[src/rtl/up_axi_pkg.sv]
// Shared definitions for the up_* to AXI4-Lite initiator: response codes,
// sequencer states and the read data returned on an aborted read.
package up_axi_pkg;

  localparam logic [1:0] AXI_RESP_OKAY   = 2'b00;
  localparam logic [1:0] AXI_RESP_EXOKAY = 2'b01;
  localparam logic [1:0] AXI_RESP_SLVERR = 2'b10;
  localparam logic [1:0] AXI_RESP_DECERR = 2'b11;

  localparam logic [31:0] TIMEOUT_RDATA = 32'hDEAD_DEAD;

  typedef enum logic [2:0] {
    IDLE,
    WR,
    WR_RESP,
    RD,
    RD_RESP,
    DONE_W,
    DONE_R
  } up_axi_state_t;

endpackage

[src/rtl/up_axi_master_if.sv]
// AXI4-Lite bus bundle; master drives address/data/valids and the response readies.
interface up_axi_master_if;

  logic        awvalid;
  logic        awready;
  logic [31:0] awaddr;
  logic [2:0]  awprot;
  logic        wvalid;
  logic        wready;
  logic [31:0] wdata;
  logic [3:0]  wstrb;
  logic        bvalid;
  logic        bready;
  logic [1:0]  bresp;
  logic        arvalid;
  logic        arready;
  logic [31:0] araddr;
  logic [2:0]  arprot;
  logic        rvalid;
  logic        rready;
  logic [31:0] rdata;
  logic [1:0]  rresp;

  modport master (
    output awvalid, awaddr, awprot, wvalid, wdata, wstrb, bready,
    output arvalid, araddr, arprot, rready,
    input  awready, wready, bvalid, bresp, arready, rvalid, rdata, rresp
  );

  modport slave (
    input  awvalid, awaddr, awprot, wvalid, wdata, wstrb, bready,
    input  arvalid, araddr, arprot, rready,
    output awready, wready, bvalid, bresp, arready, rvalid, rdata, rresp
  );

endinterface

[src/rtl/up_axi_master_timeout.sv]
// Per-transaction watchdog: cleared while idle, counts enabled cycles and flags the
// last allowed cycle combinationally; TIMEOUT_CYCLES of 0 never expires.
module up_axi_master_timeout #(
  parameter int TIMEOUT_CYCLES = 1023
) (
  input  logic up_clk,
  input  logic up_rstn,
  input  logic clr,
  input  logic en,
  output logic expired
);

  localparam int CW = (TIMEOUT_CYCLES > 1) ? $clog2(TIMEOUT_CYCLES) : 1;
  localparam logic [CW-1:0] LAST = CW'(TIMEOUT_CYCLES - 1);

  logic [CW-1:0] cnt;

  always_ff @(posedge up_clk or negedge up_rstn) begin
    if (!up_rstn) begin
      cnt <= '0;
    end else if (clr) begin
      cnt <= '0;
    end else if (en) begin
      cnt <= cnt + 1'b1;
    end
  end

  // Asserted during the TIMEOUT_CYCLES-th busy cycle so the abort lands right after it.
  assign expired = (TIMEOUT_CYCLES != 0) && en && (cnt == LAST);

endmodule

[src/rtl/up_axi_master.sv]
// up_* register-bus requests to single AXI4-Lite transactions, one in flight at a time.
// Request-to-valid 2 cycles; one pending slot per direction, overflow is dropped and flagged.
module up_axi_master
  import up_axi_pkg::*;
#(
  parameter int          ADDRESS_WIDTH  = 14,
  parameter logic [31:0] AXI_BASE       = 32'h0000_0000,
  parameter int          TIMEOUT_CYCLES = 1023
) (
  input  logic                     up_clk,
  input  logic                     up_rstn,
  input  logic                     up_wreq,
  input  logic [ADDRESS_WIDTH-1:0] up_waddr,
  input  logic [31:0]              up_wdata,
  output logic                     up_wack,
  output logic                     up_werr,
  input  logic                     up_rreq,
  input  logic [ADDRESS_WIDTH-1:0] up_raddr,
  output logic [31:0]              up_rdata,
  output logic                     up_rack,
  output logic                     up_rerr,
  output logic                     up_busy,
  output logic                     up_drop,
  up_axi_master_if.master          m_axi
);

  up_axi_state_t              state;
  logic                       wslot_vld;
  logic [ADDRESS_WIDTH-1:0]   wslot_addr;
  logic [31:0]                wslot_dat;
  logic                       rslot_vld;
  logic [ADDRESS_WIDTH-1:0]   rslot_addr;
  logic                       tmo_en;
  logic                       tmo_expired;
  logic                       aw_open;
  logic                       w_open;

  // Slots hold the request until DONE, so address/data are stable while valid.
  assign m_axi.awaddr = AXI_BASE | 32'({wslot_addr, 2'b00});
  assign m_axi.araddr = AXI_BASE | 32'({rslot_addr, 2'b00});
  assign m_axi.wdata  = wslot_dat;
  assign m_axi.awprot = 3'b000;
  assign m_axi.arprot = 3'b000;
  assign m_axi.wstrb  = 4'hF;

  assign up_busy = (state != IDLE) | wslot_vld | rslot_vld;
  assign tmo_en  = (state == WR) | (state == WR_RESP) | (state == RD) | (state == RD_RESP);
  assign aw_open = m_axi.awvalid & ~m_axi.awready;
  assign w_open  = m_axi.wvalid & ~m_axi.wready;

  up_axi_master_timeout #(
    .TIMEOUT_CYCLES(TIMEOUT_CYCLES)
  ) u_timeout (
    .up_clk  (up_clk),
    .up_rstn (up_rstn),
    .clr     (state == IDLE),
    .en      (tmo_en),
    .expired (tmo_expired)
  );

  always_ff @(posedge up_clk or negedge up_rstn) begin
    if (!up_rstn) begin
      state         <= IDLE;
      wslot_vld     <= 1'b0;
      wslot_addr    <= '0;
      wslot_dat     <= '0;
      rslot_vld     <= 1'b0;
      rslot_addr    <= '0;
      up_drop       <= 1'b0;
      up_wack       <= 1'b0;
      up_werr       <= 1'b0;
      up_rack       <= 1'b0;
      up_rerr       <= 1'b0;
      up_rdata      <= '0;
      m_axi.awvalid <= 1'b0;
      m_axi.wvalid  <= 1'b0;
      m_axi.bready  <= 1'b0;
      m_axi.arvalid <= 1'b0;
      m_axi.rready  <= 1'b0;
    end else begin
      // A slot being released in DONE can accept a new request in the same cycle.
      if (up_wreq) begin
        if (!wslot_vld || state == DONE_W) begin
          wslot_vld  <= 1'b1;
          wslot_addr <= up_waddr;
          wslot_dat  <= up_wdata;
        end else begin
          up_drop <= 1'b1;
        end
      end else if (state == DONE_W) begin
        wslot_vld <= 1'b0;
      end

      if (up_rreq) begin
        if (!rslot_vld || state == DONE_R) begin
          rslot_vld  <= 1'b1;
          rslot_addr <= up_raddr;
        end else begin
          up_drop <= 1'b1;
        end
      end else if (state == DONE_R) begin
        rslot_vld <= 1'b0;
      end

      case (state)
        IDLE: begin
          if (wslot_vld) begin
            state         <= WR;
            m_axi.awvalid <= 1'b1;
            m_axi.wvalid  <= 1'b1;
          end else if (rslot_vld) begin
            state         <= RD;
            m_axi.arvalid <= 1'b1;
          end
        end
        WR: begin
          if (tmo_expired) begin
            m_axi.awvalid <= 1'b0;
            m_axi.wvalid  <= 1'b0;
            up_werr       <= 1'b1;
            up_wack       <= 1'b1;
            state         <= DONE_W;
          end else begin
            if (m_axi.awready) m_axi.awvalid <= 1'b0;
            if (m_axi.wready)  m_axi.wvalid  <= 1'b0;
            if (!aw_open && !w_open) begin
              m_axi.bready <= 1'b1;
              state        <= WR_RESP;
            end
          end
        end
        WR_RESP: begin
          if (tmo_expired || m_axi.bvalid) begin
            m_axi.bready <= 1'b0;
            up_werr      <= tmo_expired || (m_axi.bresp != AXI_RESP_OKAY);
            up_wack      <= 1'b1;
            state        <= DONE_W;
          end
        end
        RD: begin
          if (tmo_expired) begin
            m_axi.arvalid <= 1'b0;
            up_rerr       <= 1'b1;
            up_rack       <= 1'b1;
            up_rdata      <= TIMEOUT_RDATA;
            state         <= DONE_R;
          end else if (m_axi.arready) begin
            m_axi.arvalid <= 1'b0;
            m_axi.rready  <= 1'b1;
            state         <= RD_RESP;
          end
        end
        RD_RESP: begin
          if (tmo_expired || m_axi.rvalid) begin
            m_axi.rready <= 1'b0;
            up_rerr      <= tmo_expired || (m_axi.rresp != AXI_RESP_OKAY);
            up_rdata     <= tmo_expired ? TIMEOUT_RDATA : m_axi.rdata;
            up_rack      <= 1'b1;
            state        <= DONE_R;
          end
        end
        DONE_W: begin
          up_wack <= 1'b0;
          up_werr <= 1'b0;
          state   <= IDLE;
        end
        DONE_R: begin
          up_rack  <= 1'b0;
          up_rerr  <= 1'b0;
          up_rdata <= '0;
          state    <= IDLE;
        end
        default: state <= IDLE;
      endcase
    end
  end

endmodule

[src/flat_wrapper.sv]
// flat-port wrapper written by rule: the top's interface ports become plain ports
module up_axi_master_flat import up_axi_pkg::*;
#(
  parameter int          ADDRESS_WIDTH  = 14,
  parameter logic [31:0] AXI_BASE       = 32'h0000_0000,
  parameter int          TIMEOUT_CYCLES = 1023
)
  (up_clk, up_rstn, up_wreq, up_waddr, up_wdata, up_wack, up_werr, up_rreq, up_raddr, up_rdata, up_rack, up_rerr, up_busy, up_drop, m_axi_awvalid, m_axi_awaddr, m_axi_awprot, m_axi_wvalid, m_axi_wdata, m_axi_wstrb, m_axi_bready, m_axi_arvalid, m_axi_araddr, m_axi_arprot, m_axi_rready, m_axi_awready, m_axi_wready, m_axi_bvalid, m_axi_bresp, m_axi_arready, m_axi_rvalid, m_axi_rdata, m_axi_rresp);
  up_axi_master_if m_axi_i ();
  input  logic up_clk;
  input  logic up_rstn;
  input  logic up_wreq;
  input  logic [ADDRESS_WIDTH-1:0] up_waddr;
  input  logic [31:0] up_wdata;
  output logic up_wack;
  output logic up_werr;
  input  logic up_rreq;
  input  logic [ADDRESS_WIDTH-1:0] up_raddr;
  output logic [31:0] up_rdata;
  output logic up_rack;
  output logic up_rerr;
  output logic up_busy;
  output logic up_drop;
  output wire logic [$bits(m_axi_i.awvalid)-1:0] m_axi_awvalid;
  output wire logic [$bits(m_axi_i.awaddr)-1:0] m_axi_awaddr;
  output wire logic [$bits(m_axi_i.awprot)-1:0] m_axi_awprot;
  output wire logic [$bits(m_axi_i.wvalid)-1:0] m_axi_wvalid;
  output wire logic [$bits(m_axi_i.wdata)-1:0] m_axi_wdata;
  output wire logic [$bits(m_axi_i.wstrb)-1:0] m_axi_wstrb;
  output wire logic [$bits(m_axi_i.bready)-1:0] m_axi_bready;
  output wire logic [$bits(m_axi_i.arvalid)-1:0] m_axi_arvalid;
  output wire logic [$bits(m_axi_i.araddr)-1:0] m_axi_araddr;
  output wire logic [$bits(m_axi_i.arprot)-1:0] m_axi_arprot;
  output wire logic [$bits(m_axi_i.rready)-1:0] m_axi_rready;
  input wire logic [$bits(m_axi_i.awready)-1:0] m_axi_awready;
  input wire logic [$bits(m_axi_i.wready)-1:0] m_axi_wready;
  input wire logic [$bits(m_axi_i.bvalid)-1:0] m_axi_bvalid;
  input wire logic [$bits(m_axi_i.bresp)-1:0] m_axi_bresp;
  input wire logic [$bits(m_axi_i.arready)-1:0] m_axi_arready;
  input wire logic [$bits(m_axi_i.rvalid)-1:0] m_axi_rvalid;
  input wire logic [$bits(m_axi_i.rdata)-1:0] m_axi_rdata;
  input wire logic [$bits(m_axi_i.rresp)-1:0] m_axi_rresp;
  assign m_axi_awvalid = m_axi_i.awvalid;
  assign m_axi_awaddr = m_axi_i.awaddr;
  assign m_axi_awprot = m_axi_i.awprot;
  assign m_axi_wvalid = m_axi_i.wvalid;
  assign m_axi_wdata = m_axi_i.wdata;
  assign m_axi_wstrb = m_axi_i.wstrb;
  assign m_axi_bready = m_axi_i.bready;
  assign m_axi_arvalid = m_axi_i.arvalid;
  assign m_axi_araddr = m_axi_i.araddr;
  assign m_axi_arprot = m_axi_i.arprot;
  assign m_axi_rready = m_axi_i.rready;
  assign m_axi_i.awready = m_axi_awready;
  assign m_axi_i.wready = m_axi_wready;
  assign m_axi_i.bvalid = m_axi_bvalid;
  assign m_axi_i.bresp = m_axi_bresp;
  assign m_axi_i.arready = m_axi_arready;
  assign m_axi_i.rvalid = m_axi_rvalid;
  assign m_axi_i.rdata = m_axi_rdata;
  assign m_axi_i.rresp = m_axi_rresp;
  up_axi_master #(.ADDRESS_WIDTH(ADDRESS_WIDTH), .AXI_BASE(AXI_BASE), .TIMEOUT_CYCLES(TIMEOUT_CYCLES)) u_core (.up_clk(up_clk), .up_rstn(up_rstn), .up_wreq(up_wreq), .up_waddr(up_waddr), .up_wdata(up_wdata), .up_wack(up_wack), .up_werr(up_werr), .up_rreq(up_rreq), .up_raddr(up_raddr), .up_rdata(up_rdata), .up_rack(up_rack), .up_rerr(up_rerr), .up_busy(up_busy), .up_drop(up_drop), .m_axi(m_axi_i));
endmodule
[config.mk]
export PLATFORM = sky130hd
export DESIGN_NAME = up_axi_master_flat
export DESIGN_NICKNAME = d
export VERILOG_FILES = /design/src/rtl/up_axi_pkg.sv /design/src/rtl/up_axi_master_if.sv /design/src/rtl/up_axi_master_timeout.sv /design/src/rtl/up_axi_master.sv /design/src/flat_wrapper.sv
export SDC_FILE = /design/constraint.sdc
export NUM_CORES = 1
export LEC_CHECK = 0
export CAP_MARGIN = 25
export CORE_MARGIN = 2
export CORE_UTILIZATION = 30
export CTS_BUF_LIST = sky130_fd_sc_hd__clkbuf_8 sky130_fd_sc_hd__clkbuf_16
export CTS_CLUSTER_SIZE = 30
export DETAILED_ROUTE_END_ITERATION = 8
export PLACE_DENSITY_LB_ADDON = 0.3
export RECOVER_POWER = 100
export SLEW_MARGIN = 5
export SYNTH_ARGS = -nofsm -noshare
export SYNTH_HDL_FRONTEND = slang
export SYNTH_HIERARCHICAL = 1
export SYNTH_SLANG_ARGS = --single-unit
[constraint.sdc]
create_clock -name up_clk -period 3.9 [get_ports up_clk]
set_input_delay 1.17 -clock up_clk [delete_from_list [all_inputs] [get_ports up_clk]]
set_output_delay 1.17 -clock up_clk [all_outputs]
set_load 0.02 [all_outputs]
**Word level (Yosys, flattened, before mapping)**

Cells that the tools add are included.

- Register bits: 117
- Latch bits: 0
- Memory bits (writable): 0
- Memory bits (read-only): 0
- Bits of input ports: 105
- Output and inout port bits: 149
- Logic and storage cells: 144
- Memories kept: 0

- $add $sub $neg: 1
- Multiply operators: 0
- Divide/modulo/power cells: 0
- Order comparisons: 0
- Eq/ne operators: 25
- Shifts and indexed selects: 0
- Mux-type cells: 54
- Bitwise logic cells: 9
- Reduce and logical (&&, ||, !) cells: 37

Operator list:

| operator | number |
|---|---|
| 32-bit 2-to-1 mux | 3 |
| 32-bit case mux with 3 select lines | 1 |
| 1-bit 2-to-1 mux | 30 |
| 3-bit 2-to-1 mux | 8 |
| 10-bit 2-to-1 mux | 2 |
| 2-bit nonzero test | 9 |
| 3-bit case mux with 5 select lines | 1 |
| 2-bit != test, second input constant | 7 |
| 2-bit by 1-bit != test with 1-bit output, second input constant | 6 |
| 3-bit by 2-bit != test with 1-bit output, second input constant | 4 |
| 1-bit case mux with 3 select lines | 4 |
| 3-bit AND reduction | 4 |
| 4-bit AND reduction | 3 |
| 10-bit by 1-bit adder with 10-bit output, second input constant | 1 |
| 10-bit equality test, second input constant | 1 |
| 1-bit case mux with 2 select lines | 5 |
| 3-bit equality test, second input constant | 3 |
| 3-bit nonzero test | 3 |
| 2-bit AND reduction | 4 |
| 3-bit by 2-bit equality test with 1-bit output, second input constant | 2 |
| 1-bit logical OR | 6 |
| 1-bit OR | 5 |
| 5-bit AND reduction | 1 |
| 1-bit zero test | 4 |
| 6 further kinds | 9 |

**Longest topological paths before layout**

Gate-level depths: netlist (run 1).

- Word-level depth: 8
- Depth in mapped cells: 12
- Gate-level depth less buffers: 8

**Hierarchy**

The synthesis (run 1) kept the hierarchy.

By module, submodules not included:

| module | times used | cells an instance | area each (um^2) | sequential area each (um^2) |
|---|---|---|---|---|
| up_axi_master | 1 | 401 | 4828.4 | 2677.6 |
| up_axi_master_timeout | 1 | 52 | 524.3 | 250.2 |

**Worst setup path after synthesis (run 1)**

OpenSTA, ideal clock, no wires.

- Path kind: reg2reg
- Start point: register u_core.state[1]
- End point: register u_core.up_werr
- Setup time: 79 ps
- Arrival: 2437 ps
- Data required time: 3821 ps
- Setup slack: 1383 ps
- Stages on the path, launching flop included: 12
- Path buffers: 4
- Period minus slack after synthesis: 2517 ps
- Cells stage by stage: dfrtp_1 buf_4 buf_2 nor2_1 xnor2_1 buf_2 nand3_1 nor3_1 clkbuf_1 nor2_1 o32ai_1 mux2i_1

- Word-level cells in the longest chain between the ends: 8
- Elaborated cells on any way between the ends: 17
- Classes of those cells: 7 x eq/ne; 2 x mux; 3 x bitwise; 5 x reduce/logical

RTL lines:

| element | RTL line | source |
|---|---|---|
| start: declaration | up_axi_master.sv:27 | `up_axi_state_t state;` |
| start signal: assignment | up_axi_master.sv:63 | `state <= IDLE;` |
| start signal: assignment | up_axi_master.sv:108 | `state <= WR;` |
| start signal: assignment | up_axi_master.sv:112 | `state <= RD;` |
| 3-bit by 1-bit equality test with 1-bit output / 3-bit by 2-bit equality test with 1-bit output (equally long branches) | up_axi_master.sv:47 | `assign tmo_en = (state == WR) \| (state == WR_RESP) \| (state == RD) \| (state == RD_RESP);` |
| 1-bit OR (2 in series) | up_axi_master.sv:47 |  |
| 1-bit OR * | up_axi_master.sv:47 |  |
| via u_core.tmo_en | up_axi_master.sv:33 | `logic tmo_en;` |
| 1-bit logical AND * | up_axi_master_timeout.sv:29 | `assign expired = (TIMEOUT_CYCLES != 0) && en && (cnt == LAST);` |
| via u_core.tmo_expired | up_axi_master.sv:34 | `logic tmo_expired;` |
| 1-bit logical OR (on tied branches) | up_axi_master.sv:135, up_axi_master.sv:133 |  |
| 1-bit 2-to-1 mux / 2-bit != test (equally long branches) | n/a |  |
| 1-bit case mux with 3 select lines / 3-bit AND reduction (equally long branches) | n/a |  |
| end signal: assignment | up_axi_master.sv:135 | `up_werr <= tmo_expired \|\| (m_axi.bresp != AXI_RESP_OKAY);` |
| end: declaration | up_axi_master.sv:16 | `output logic up_werr,` |

Mark *: on every way through the listed nets, which the timed path passes. The rest lies on a longest branch. The select of a mux whose other input is x is not followed.
A chain may end at the register's enable or synchronous reset.

**Worst setup path after layout (run 1)**

- Start point: register u_core.state[1]
- End point: output port up_busy

- Word-level cells in the longest chain between the ends: 3

RTL lines:

| element | RTL line | source |
|---|---|---|
| 3-bit nonzero test | up_axi_master.sv:46 | `assign up_busy = (state != IDLE) \| wslot_vld \| rslot_vld;` |
| 1-bit OR (2 in series) | up_axi_master.sv:46 |  |
| end: declaration | flat_wrapper.sv:22 | `output logic up_busy;` |

No other way between the ends.

==> reports/metrics.yaml, run 1 <==
run_status:
  status: "finished with violations"
  violations: "max-capacitance violations, max-slew violations"
layout:
  regArea_um2: 2930
  area_growth_pct: 49.5
  drive_gt1_frac: 0.149
  multi_input_area_um2: 1980
  nFillCells: 1603
  finish.cell_count_without_fillers: 896
  final_area_um2: 8000
  final_nets: 767
  antenna_cells: 0
logic_synthesis:
  synthArstFlopShare: 1.00
  synth_edf_count: 0
  ys_ff_latch: 117
  synth_top_area_frac: 0.547
  netlist_top_cells_area: "dfrtp_1 (55%), mux2_2 (12%), buf_4 (7.0%)"
  syn_area_um2: 5350
  yosys_warnings: 6
  synth.largest_area_cell: "dfrtp_1"
  avgSynthCellArea_um2: 11.8
  synthDistinctLibCells: 49
  syn_inst: 453
  synth_seq_area_share: 0.547
  ys.flop_type: "dfrtp_1"
sta:
  finalMaxSlewViolations: 56
  finalClockSkew_ps: 7.90
  hold_violations: 0
  period_needed_ps: 3530
  tightest_slew_ps: 1510
  fmax_ghz: 0.283
  fin_crit_sh: 0.906
  setup_ws_ps: 366
  setup_viol: 0
  max-slew-margin-rel: -0.00398
  tns_ps: 0
  rsz0062_at_grt: "false"
placed_design:
  dp_cells: 864
  gp_congestion: 0.753
  placed_area_um2: 7420
  dpl_worst_slack_ps: 646
  numPortBuffers: 207
  hpwl_mm: 9.84
detailed_routing:
  drc_errors: 0
  antenna_left: 0
  wl_mm: 13.2
  routedWlPerCell_um: 14.7
  drt_iter0_drc: 187
  firstDrtPassIters: 4
  vias_per_cell: 4.43
  vias: 3971
clock_network:
  cts_hold_buf: 0
  cts.clk_slew.worst_paths_ps: 50
  cts_sinks: 117
  cts_resized: 0
  cts_tree: "done"
  clkLatencyLatePin_ps: 400
  cts_root_buf: "clkbuf_16"
  postCtsSetupRepairBufs: 0
  cts_buffers: 17
  clockBufferDepth: 2
  cts.htree.levels: 4
die:
  die_x_um: 138
  core_um2: 17400
  pin_count: 254
  initial_core_util: 0.308
  die_area_um2: 18900
  rows: 48
  die_h_um: 138
global_route:
  grt_max_degree: 62
  grt-ovfl-total: 0
  grt_antenna_before_repair: 0
  grt_use_total: 0.139
  grt_pass1_vias: 3842
  grt_pass1_wl_mm: 20.0
pwr:
  vdd_drop_max_mv: 0.347
  p_leak_nw: 3.50
  p_per_area_nw_per_um2: 825
setup_path:
  crit_slowest_cell: "dlygate4sd3_1"
  arrival_ps: 2360
  cp-start-kind: "flip-flop"
  crit_chain: "nor4_1, nand2_1, dlygate4sd3_1"
  worstPathRequired_ps: 2730
  end_kind: "output pin"
  slowest_delay_ps: 690
  path_max_fanout: 20
  setup.worst_path.class: "reg2out"
run:
  drv_cap: 1
min_path:
  hold_class: "reg2reg"
[metrics by stage]
| stage | power [mW] | hold WS, ps | utilization |
|---|---|---|---|
| 3_5_place_dp | 5.34 | 472 | 0.427 |
| 6_report | 6.60 | 473 | 0.461 |
| 4_1_cts | 6.92 | 483 | 0.461 |
| 3_3_place_gp | 5.26 | 463 | 0.427 |
| 5_1_grt | 7.01 | 491 | 0.461 |
| 2_1_floorplan | 3.94 | 502 | - |
[registers in the layout, indices dropped and copies added (netlist names), 3 cells and up]
name                  cells
u_core/u_timeout/cnt     10
u_core/m_axi.wdata       32
u_core/wslot_addr        14
u_core/rslot_addr        14
u_core/state              3
u_core/up_rdata          32
[critical path, delay by kind of cell (launching register included)]
kind / cells / cell delay [ps]
flip-flops: 1 / 580
buffers and inverters: 1 / 690
AND/OR/NAND/NOR: 2 / 690
[final cells by class]
type                    instances  area share
clock buffers                  19      0.0566
clock inverters                11      0.0170
inverters                      19     0.00891
multi-input cells             289       0.247
flip-flops and latches        117       0.366
well taps                     225      0.0352
repair buffers                216       0.269
[cells in the mapped netlist (2+ instances only)]
master,n
a21oi_1,14
and2_1,2
buf_2,7
buf_4,50
buf_6,9
clkbuf_1,6
conb_1,2
dfrtp_1,117
ha_1,2
inv_1,19
mux2_2,59
mux2i_1,11
nand2_1,24
nand3_1,3
nand4_1,2
nor2_1,39
nor2b_1,4
nor3_1,4
nor3b_1,4
o2111ai_1,2
o21ai_0,15
o2bb2ai_1,23
o31ai_1,3
or3_1,2
or4_1,3
xnor2_1,2
xor2_1,3
[cells by family after synthesis]
kind of cell               Yosys count  share of synthesized area
buffers and inverters               91                      0.113
adders and majority gates            2                    0.00467
AOI/OAI and AO/OA                   70                     0.0930
DFF                                117                      0.547
xor gates and xnor gates             5                    0.00818
muxes                               71                      0.147
and+or+nand+nor                     95                     0.0858
other                                2                    0.00140
[layer usage]
| layer | vias to the layer above | global-route usage | share of wire |
|---|---|---|---|
| met5 | - | 0 | 0 |
| met1 | 1908 | 0.156 | 0.39 |
| met3 | 17 | 0.0489 | 0.080 |
| li1 | 1889 | - | - |
| met2 | 157 | 0.246 | 0.52 |
| met4 | 0 | 0.0458 | 0.014 |
[power by group]
group / switching (mW) / total, mW / internal (mW)
sequential: 0.348 / 2.12 / 1.77
clock: 0.515 / 1.54 / 1.02
combinational: 1.53 / 2.94 / 1.41
total: 2.40 / 6.60 / 4.20
[layout by cell type, fill, tap and decap left out, drive strengths merged, types with 2 or more instances in the layout]
cell / netlist / final
o2bb2ai: 23 / 23
nor2: 40 / 40
nor2b: 4 / 4
dlygate4sd3: 0 / 104
ha: 2 / 2
conb: 2 / 46
inv: 19 / 21
xor2: 3 / 3
mux2i: 11 / 11
bufinv: 0 / 3
clkdlybuf4s50: 0 / 102
or4: 3 / 3
nand2: 24 / 24
and2: 2 / 2
clkbuf: 6 / 24
nor3b: 4 / 4
nand3: 4 / 4
buf: 66 / 5
xnor2: 2 / 2
o2111ai: 2 / 2
clkinv: 0 / 4
o31ai: 3 / 3
dfrtp: 117 / 117
nand2b: 2 / 2
nor3: 4 / 4
o21ai: 16 / 16
or3: 2 / 2
mux2: 60 / 60
nand4: 2 / 2
a21oi: 14 / 14
clkinvlp: 0 / 2
[path summary, 6_finish.rpt]
| path | from | endpoint | slack [ps] | cells past startpoint |
|---|---|---|---|---|
| worst max register to register | u_core/state[0] | u_core/up_rdata[6] | 590 | 11 |
| worst min-delay path | u_core/up_drop | u_core/up_drop | 470 | 1 |
| worst max-delay path | u_core/state[1] | up_busy | 370 | 3 |
| worst min register to register | u_core/up_drop | u_core/up_drop | 470 | 1 |
| max in group asynchronous | up_rstn | u_core/up_drop | 1800 | 2 |
| min in group asynchronous | up_rstn | u_core/wslot_addr[2] | 1130 | 1 |
No activity file was read; power rests on OpenSTA's default activity.
==> inputs of run 2 (changes only) <==
--- a/config.mk
+++ b/config.mk
@@ -6,6 +6,7 @@
 export NUM_CORES = 1
 export LEC_CHECK = 0
 export CAP_MARGIN = 25
+export CORE_ASPECT_RATIO = 1.4
 export CORE_MARGIN = 2
 export CORE_UTILIZATION = 30
 export CTS_BUF_LIST = sky130_fd_sc_hd__clkbuf_8 sky130_fd_sc_hd__clkbuf_16
==> run 2 against run 1 <==
Effect of this change:
- the flow still finishes with violations (max-capacitance violations, max-slew violations)
- cell count grew 1.3%
- hold slack gained 5.2 ps
- worst setup slack lost 9.9 ps
- sequential share of layout area shrank 0.24 points
- total power grew 1.8%
- first-iteration DRC count shrank 9.1%
==> reports/metrics.yaml, run 2 (same netlist as run 1, synthesis figures left out) <==
clock_network:
  cts_resized: 0  # unchanged
  cts_buffers: 17  # unchanged
  clockBufferDepth: 2  # unchanged
  cts_hold_buf: 0  # unchanged
  cts.clk_slew.worst_paths_ps: 60  # about the same
  cts_sinks: 117  # unchanged
  cts_root_buf: "clkbuf_16"
  cts.htree.levels: 4  # unchanged
  clkLatencyLatePin_ps: 410  # about the same
  postCtsSetupRepairBufs: 0  # unchanged
  cts_tree: "done"
layout:
  antenna_cells: 0  # unchanged
  final_area_um2: 8060  # +0.66%
  final_cell_mix: "dfrtp_1 (117), dlygate4sd3_1 (104), clkdlybuf4s50_1 (102)"
  area_growth_pct: 50.5
  drive_gt1_frac: 0.152  # +0.00275
  final_nets: 766  # -0.13%
  finish.cell_count_without_fillers: 908  # +1.3%
  final_common_cell: "dfrtp_1"
detailed_routing:
  drc_errors: 0  # unchanged
  antenna_left: 0  # unchanged
  wl_mm: 13.7  # +3.8%
  firstDrtPassIters: 4  # unchanged
  drt_iter0_drc: 170  # -9.1%
  vias_per_cell: 4.44  # +0.14%
  vias: 4030  # +1.5%
  routedWlPerCell_um: 15.1  # +2.4%
setup_path:
  worstReg2RegEnd: "u_core/state[2]"
  rr_worst_depth: 10  # -1
  arrival_ps: 2370  # about the same
  worstPathRequired_ps: 2730  # about the same
  end_kind: "output pin"
  r2r-start: "u_core/state[1]"
  path_max_fanout: 20  # unchanged
  crit_start: "u_core/state[1]"
  setup.worst_path.class: "reg2out"
  r2r_setup_slack_ps: 650  # +60 ps
  cp-start-kind: "flip-flop"
sta:
  finalMaxSlewViolations: 44  # -21%
  finalClockSkew_ps: 6.26  # -1.63 ps
  fin_crit_sh: 0.909  # +0.00253
  fmax_ghz: 0.282  # -0.28%
  hold_violations: 0  # unchanged
  tns_ps: 0  # unchanged
  setup_viol: 0  # unchanged
  rsz0062_at_grt: "false"
  period_needed_ps: 3540  # +9.88 ps
  max-slew-margin-rel: -0.589  # -0.585
  tightest_slew_ps: 2380  # +878 ps
die:
  die_area_um2: 18900  # about the same
  initial_core_util: 0.308  # -0.000798
  core_um2: 17400  # +0.26%
  die_h_um: 162  # +18%
  pin_count: 254  # unchanged
  rows: 57  # +19%
  die_x_um: 117  # -15%
pwr:
  power.total_mw: 6.72  # +1.8%
  p_per_area_nw_per_um2: 834  # +1.1%
  vdd_drop_max_mv: 0.289  # -17%
  p_leak_nw: 3.49  # about the same
run:
  drv_cap: 1  # unchanged
run_status:
  violations: "max-capacitance violations, max-slew violations"
  status: "finished with violations"
global_route:
  grt_pass1_wl_mm: 20.9  # +4.2%
  grt_busiest_layer: "met2"
  grtUsageMet3: 0.0493  # +0.000321
  met2_usage: 0.259  # +0.0131
  use_met1: 0.152  # -0.00413
  grt_antenna_before_repair: 0  # unchanged
  grt_pass1_vias: 4120  # +7.2%
  grt-ovfl-total: 0  # unchanged
  grt_use_total: 0.145  # +0.00540
  grt_max_degree: 75  # +21%
min_path:
  worstHoldStart: "u_core/up_drop"
  hold_end: "u_core/up_drop"
  hold_class: "reg2reg"
  hold_depth: 1  # unchanged
placed_design:
  dp_cells: 875  # +1.3%
  placed_area_um2: 7430  # +0.19%
  hpwl_mm: 10.3  # +4.3%
  gp_congestion: 0.849  # +13%
  numPortBuffers: 207  # unchanged
[run 2: cell types whose count changed in the layout (fill, tap and decap cells not counted), sizes merged]
cell,change
bufinv,+1
clkbuf,-4
buf,+1
clkinv,+2
clkinvlp,+1
[run 2: report_power, final]
group          switching [mW]  internal (mW)
Combinational            1.55           1.40
Sequential              0.353           1.77
Clock                   0.571           1.07
[run 2: per-layer routing]
layer / share of wire / vias up / routed length (µm)
met4: 0.019 / 0 / 255
met2: 0.54 / 171 / 7400
met3: 0.073 / 16 / 992
li1: - / 1880 / -
met1: 0.37 / 1963 / 5040
met5: 0 / - / 0
[run 2: final cells by class]
type | count | area (µm²)
Sequential cell | 117 | 2930
Clock inverter | 15 | 205
Inverter | 19 | 71.3
Fill cell | 1618 | 9350
Timing Repair Buffer | 215 | 2150
Tap cell | 236 | 295
Clock buffer | 17 | 425
Multi-Input combinational cell | 289 | 1980
[run 2: critical path, cell delays in order (launching register included)]
cell,delay (ps)
dfrtp_1,590
nor4_1,540
nand2_1,140
dlygate4sd3_1,680
[run 2: stage by stage]
step / util / setup WS (ps) / hold WS [ps]
global route: 0.463 / 199 / 505
floorplan: - / 1380 / 502
global placement: 0.427 / 904 / 467
finish: 0.463 / 356 / 478
CTS: 0.463 / 466 / 491
detailed placement: 0.427 / 891 / 474
[run 2: worst max path at each step]
stage,cells after the start,to
after floorplan,11,u_core/up_werr
after global placement,5,u_core/up_rack
after detailed placement,5,u_core/up_rack
after CTS,3,up_busy
after global routing,3,up_busy
final,3,up_busy
